==> src/rtl/cpu_pkg.sv <==
// Shared CPU constants and the requester-side write request record.
// Provides register-file geometry (address width, register count, data width)
// and wr_req_t, the {addr, data} pair each execution unit presents to the
// register write arbiter.
package cpu_pkg;

    localparam int unsigned REG_ADDR_W = 3;
    localparam int unsigned NUM_REGS   = 8;
    localparam int unsigned DATA_W     = 8;

    typedef struct packed {
        logic [REG_ADDR_W-1:0] addr;
        logic [DATA_W-1:0]     data;
    } wr_req_t;

endpackage

==> src/rtl/rr_priority_pick.sv <==
// Combinational rotating-priority picker.
// Scans the request vector starting at ptr_i and wrapping modulo NUM_REQ.
// It grants the first set bit it finds.
//   req_i  : request vector, one bit per requester
//   ptr_i  : index of the requester with top priority
//   gnt_o  : one-hot grant (all-zero when no request)
//   idx_o  : index of the granted requester (0 when no request)
//   any_o  : at least one request present
module rr_priority_pick #(
    parameter int unsigned NUM_REQ = 4,
    parameter int unsigned PW      = 2
) (
    input  logic [NUM_REQ-1:0] req_i,
    input  logic [PW-1:0]      ptr_i,
    output logic [NUM_REQ-1:0] gnt_o,
    output logic [PW-1:0]      idx_o,
    output logic               any_o
);

    always_comb begin
        logic [PW-1:0] j;
        gnt_o = '0;
        idx_o = '0;
        any_o = 1'b0;
        j     = '0;
        for (int unsigned k = 0; k < NUM_REQ; k++) begin
            j = PW'((32'(ptr_i) + k) % NUM_REQ);
            if (!any_o && req_i[j]) begin
                any_o    = 1'b1;
                gnt_o[j] = 1'b1;
                idx_o    = j;
            end
        end
    end

endmodule

==> src/rtl/reg_write_arbiter.sv <==
// Register-file write-port arbiter.
// Several requesters share the single register-file write path. One valid
// request is granted per cycle by rotating priority. A requester may hold
// top priority for up to MAX_BURST consecutive grants by asserting its lock
// bit. The accepted write is presented one cycle later on a registered,
// one-hot write-enable bus and a shared data bus.
//   clk_i       : clock
//   rst_i       : asynchronous active-high reset
//   stall_i     : suppresses all grants while high
//   req_valid_i : per-requester request present
//   req_lock_i  : per-requester request to keep priority after grant
//   req_addr_i  : packed destination indices, requester i at [i*ADDR_W +: ADDR_W]
//   req_data_i  : packed write data, requester i at [i*WIDTH +: WIDTH]
//   req_ready_o : one-hot combinational grant
//   reg_we_o    : registered one-hot write enable to the register instances
//   reg_d_o     : registered shared write data
//   wr_count_o  : accepted-write counter, wraps at 16 bits
module reg_write_arbiter #(
    parameter int unsigned NUM_REQ   = 4,
    parameter int unsigned WIDTH     = cpu_pkg::DATA_W,
    parameter int unsigned NUM_REGS  = cpu_pkg::NUM_REGS,
    parameter int unsigned MAX_BURST = 4,
    parameter int unsigned ADDR_W    = $clog2(NUM_REGS)
) (
    input  logic                      clk_i,
    input  logic                      rst_i,
    input  logic                      stall_i,
    input  logic [NUM_REQ-1:0]        req_valid_i,
    input  logic [NUM_REQ-1:0]        req_lock_i,
    input  logic [NUM_REQ*ADDR_W-1:0] req_addr_i,
    input  logic [NUM_REQ*WIDTH-1:0]  req_data_i,
    output logic [NUM_REQ-1:0]        req_ready_o,
    output logic [NUM_REGS-1:0]       reg_we_o,
    output logic [WIDTH-1:0]          reg_d_o,
    output logic [15:0]               wr_count_o
);

    localparam int unsigned PW = (NUM_REQ > 1) ? $clog2(NUM_REQ) : 1;
    localparam int unsigned BW = $clog2(MAX_BURST + 1);

    logic [PW-1:0]       ptr_q, ptr_d;
    logic [BW-1:0]       burst_q, burst_d;
    logic [NUM_REGS-1:0] we_q, we_d;
    logic [WIDTH-1:0]    d_q, d_d;
    logic [15:0]         cnt_q, cnt_d;

    logic [NUM_REQ-1:0]  req_eff;
    logic [NUM_REQ-1:0]  gnt;
    logic [PW-1:0]       win;
    logic                accept;
    logic [ADDR_W-1:0]   sel_addr;
    logic [WIDTH-1:0]    sel_data;
    logic [BW-1:0]       cur_burst;

    // Masking the requests here keeps req_ready low during reset and stall.
    assign req_eff = (rst_i || stall_i) ? '0 : req_valid_i;

    rr_priority_pick #(
        .NUM_REQ (NUM_REQ),
        .PW      (PW)
    ) u_pick (
        .req_i (req_eff),
        .ptr_i (ptr_q),
        .gnt_o (gnt),
        .idx_o (win),
        .any_o (accept)
    );

    assign req_ready_o = gnt;
    assign sel_addr    = req_addr_i[win*ADDR_W +: ADDR_W];
    assign sel_data    = req_data_i[win*WIDTH +: WIDTH];
    // A burst count belongs to the requester holding ptr. Any other winner starts fresh.
    assign cur_burst   = (win == ptr_q) ? burst_q : '0;

    always_comb begin
        ptr_d   = ptr_q;
        burst_d = burst_q;
        we_d    = '0;
        d_d     = d_q;
        cnt_d   = cnt_q;
        if (accept) begin
            cnt_d = cnt_q + 16'd1;
            d_d   = sel_data;
            // Out-of-range targets are consumed and counted but write nothing.
            if (32'(sel_addr) < NUM_REGS) begin
                we_d = NUM_REGS'(1) << sel_addr;
            end
            if (req_lock_i[win] && (32'(cur_burst) < MAX_BURST - 1)) begin
                ptr_d   = win;
                burst_d = cur_burst + BW'(1);
            end else begin
                ptr_d   = (32'(win) == NUM_REQ - 1) ? '0 : win + PW'(1);
                burst_d = '0;
            end
        end
    end

    always_ff @(posedge clk_i or posedge rst_i) begin
        if (rst_i) begin
            ptr_q   <= '0;
            burst_q <= '0;
            we_q    <= '0;
            d_q     <= '0;
            cnt_q   <= '0;
        end else begin
            ptr_q   <= ptr_d;
            burst_q <= burst_d;
            we_q    <= we_d;
            d_q     <= d_d;
            cnt_q   <= cnt_d;
        end
    end

    assign reg_we_o   = we_q;
    assign reg_d_o    = d_q;
    assign wr_count_o = cnt_q;

endmodule

==> config.mk <==
export PLATFORM = sky130hd
export DESIGN_NAME = reg_write_arbiter
export DESIGN_NICKNAME = d
export VERILOG_FILES = /design/src/rtl/cpu_pkg.sv /design/src/rtl/rr_priority_pick.sv /design/src/rtl/reg_write_arbiter.sv
export SDC_FILE = /design/constraint.sdc
export NUM_CORES = 1
export LEC_CHECK = 0
export CAP_MARGIN = 20
export CORE_MARGIN = 2
export CORE_UTILIZATION = 40
export DETAILED_ROUTE_END_ITERATION = 10
export DONT_BUFFER_PORTS = 1
export GPL_TIMING_DRIVEN = 0
export REMOVE_ABC_BUFFERS = 1
export SLEW_MARGIN = 15
export SYNTH_ARGS = -nofsm -noshare
export SYNTH_HDL_FRONTEND = slang
export SYNTH_SLANG_ARGS = --single-unit
==> constraint.sdc <==
create_clock -name clk_i -period 3.02 [get_ports clk_i]
set_input_delay 0.302 -clock clk_i [delete_from_list [all_inputs] [get_ports clk_i]]
set_output_delay 0.302 -clock clk_i [all_outputs]
set_load 0.1 [all_outputs]
==> qor.yml <==
drt:
  drcViolationCount: 0
  wl_mm: 5.60
  viasPerCell: 5.82
  wl_per_cell_um: 17.3
  antenna_left: 0
  dr.first_iter.drc_count: 138
  drtPass1Iterations: 4
  routed-via-count: 1880
place:
  gp_congestion: 0.783
  numPortBuffers: 0
  place_hpwl_mm: 3.84
synthesis:
  async_flop_share: 1.00
  yosysMostFrequentCell: "dfrtp_1"
  ys_seq_area_frac: 0.385
  yosys.area_share.simple: 0.173
  synth_edf_count: 0
  syn_area_um2: 2400
  synth-seq-cells: 37
  synth_top_family_by_area: "multiplexers"
  ys.flop_type: "dfrtp_1"
  synth_compound_area_frac: 0.116
  synth_top_area_share: 0.385
  post_synth_most_frequent_cells: "dfrtp_1 (37), mux2i_1 (31), nand2_1 (29), mux2_2 (12)"
  yosysWarningCount: 0
  synthCells: 235
  synth_cell_types: 46
  syn_area_per_cell_um2: 10.2
  synthMuxAreaShare: 0.202
  synth_fa_ha_area_frac: 0.0312
  yosys.area.top_type: "dfrtp_1"
  ys_top_cells_by_area: "dfrtp_1 (39%), mux2i_1 (13%), mux2_2 (5.6%)"
  synthXorXnorAreaFrac: 0.0547
global_route:
  antenna_found_initial: 0
  grt.total_usage: 0.171
  grt-ovfl-total: 0
  grt_max_degree: 34
  grt_pass1_wl_mm: 8.80
  grt_pass1_vias: 1777
timing:
  hold_viol_final: 0
  fin_crit_sh: 0.944
  tns_ps: 0
  tightest_slew_ps: 1060
  report.final.slew_viol_count: 0
  setup_viol: 0
  period_needed_ps: 2850
  skew_ps: 6.09
  fmax_mhz: 351
  max_slew_margin: 0.293
setup_path:
  crit_fanout: 7
  cpMaxStageDelayCell: "or3b_2"
  cp_slowest_stage_delay_ps: 450
  crit_type: "flip-flop to output port"
  critPathLaunchType: "flip-flop"
  arrival_ps: 2550
  crit_chain: "inv_1 > ha_4 > or3b_2 > o22ai_2 > a2111oi_4 > buf_4 > a22oi_1 > nand2_4"
  end_kind: "output port"
  critical_path.n_buffers_inverters: 2
  crit_required_ps: 2720
  crit_family: "simple AND/OR/NAND/NOR gates"
die:
  die_height_um: 81.5
  fp-row-count: 28
  design.core.area_um2: 5850
  die_x_um: 81.5
  start_util: 0.411
  ios: 91
  die_area_um2: 6640
final_layout:
  register_area_um2: 928
  fin_util: 0.481
  drive_above_1_share: 0.234
  antenna_cells: 0
  fin_nets: 308
  multi_input_comb_area_um2: 1520
  area_growth_pct: 17.2
  num-fill-cells: 537
cts:
  cts_tree: "done"
  numCtsBuffers: 5
  clkSinkCount: 37
  cts-htree-levels: 2
  ctsRootBufferMaster: "clkbuf_8"
  cts_buffer_depth: 2
  clkLatencyLatePin_ps: 290
  clkTransAtPathRegs_ps: 70
min_path:
  hp-class: "primary input to flip-flop"
job:
  max_cap_viol_count: 0
outcome:
  status: "finished clean"
pwr:
  powerDensity_nw_per_um2: 944
  ir_drop_uv: 439
  p_leak_nw: 1.15
-- worst min-delay path, cell delays in order --
cell     delay (ps)
mux2i_1          90
mux2_2          150
o21ai_0          60
-- through the flow --
| step | cell area [µm²] | cells | setup WS, ps | power (W) | hold slack (ps) |
|---|---|---|---|---|---|
| final | 2820 | 323 | 169 | 0.00266 | 355 |
| after CTS | 2740 | 317 | 9.19 | 0.00258 | 349 |
| after global routing | 2820 | 323 | -12.8 | 0.00281 | 386 |
| after detailed placement | 2480 | 302 | -952 | 0.00202 | 106 |
| after floorplan | 2330 | 224 | -2080 | 0.00186 | 463 |
| after global placement | 2420 | 299 | -3560 | 0.00199 | 479 |
-- layer usage --
layer  up-vias  wire length (µm)  GRT usage
met3         5               351     0.0451
met4         0                43     0.0542
met5         -                 0          0
li1        890                 -          -
met1       909              2430      0.220
met2        76              2780      0.281
-- registers in the layout, summed over array words and instances, names as in the netlist --
signal and count:
reg_we_o 8, reg_d_o 8, ptr_q 2, wr_count_o 16
burst_q 3
-- layout make-up --
cell class | count | share of cell area
Multi-Input combinational cell | 185 | 0.541
Sequential cell | 37 | 0.330
Timing Repair Buffer | 15 | 0.0493
Tap cell | 75 | 0.0333
Clock buffer | 6 | 0.0293
Clock inverter | 2 | 0.0133
Inverter | 3 | 0.00400
-- cell usage in the layout, fill, tap and decap left out, types with 5 or more instances in the layout --
| master | Yosys | routed |
|---|---|---|
| buf_4 | 0 | 11 |
| mux2_2 | 12 | 12 |
| ha_1 | 6 | 5 |
| clkbuf_8 | 0 | 6 |
| dfrtp_1 | 37 | 35 |
| xnor2_1 | 11 | 11 |
| nand2_1 | 29 | 25 |
| nor2_1 | 8 | 8 |
| mux2i_1 | 31 | 30 |
| o21ai_0 | 9 | 9 |
| a22oi_1 | 8 | 8 |
| o31ai_1 | 6 | 6 |
| nor4_1 | 11 | 8 |
| nand3_1 | 8 | 8 |
-- path summary, 6_finish.rpt --
check / startpoint / depth (start not counted) / slack (ps) / endpoint
max in group asynchronous: rst_i / 3 / 2220 / ptr_q[1]
worst max-delay path: ptr_q[1] / 8 / 170 / req_ready_o[2]
worst min-delay path: req_data_i[11] / 3 / 350 / reg_d_o[3]
min in group asynchronous: rst_i / 2 / 380 / reg_d_o[3]
worst min register to register: burst_q[1] / 2 / 520 / burst_q[1]
worst max register to register: ptr_q[1] / 8 / 180 / reg_we_o[6]
-- report_power, final --
part / internal (W) / switching, W / leakage (nW)
sequential: 0.000576 / 0.000646 / 0.487
combinational: 0.000438 / 0.000543 / 0.605
clock: 0.000269 / 0.000187 / 0.0574
-- logic make-up (layout without fill, tap and decap cells) --
kind of cell / after synthesis / count (layout)
compound gates: 37 / 38
xor+xnor: 15 / 15
fa+ha+maj: 6 / 6
buf+inv: 14 / 26
flops: 37 / 37
mux: 45 / 45
simple gates: 81 / 81
-- repair_timing --
action | in CTS | in global routing
resized for setup | 18 | 5
hold buffers | 1 | 0
setup buffers | 6 | 5
pin swaps | 1 | 2
cloned | 0 | 1
endpoints found under the hold margin | 6 | 0
endpoints found under the setup margin | 25 | 23
Power figures use the tool's default switching activity.
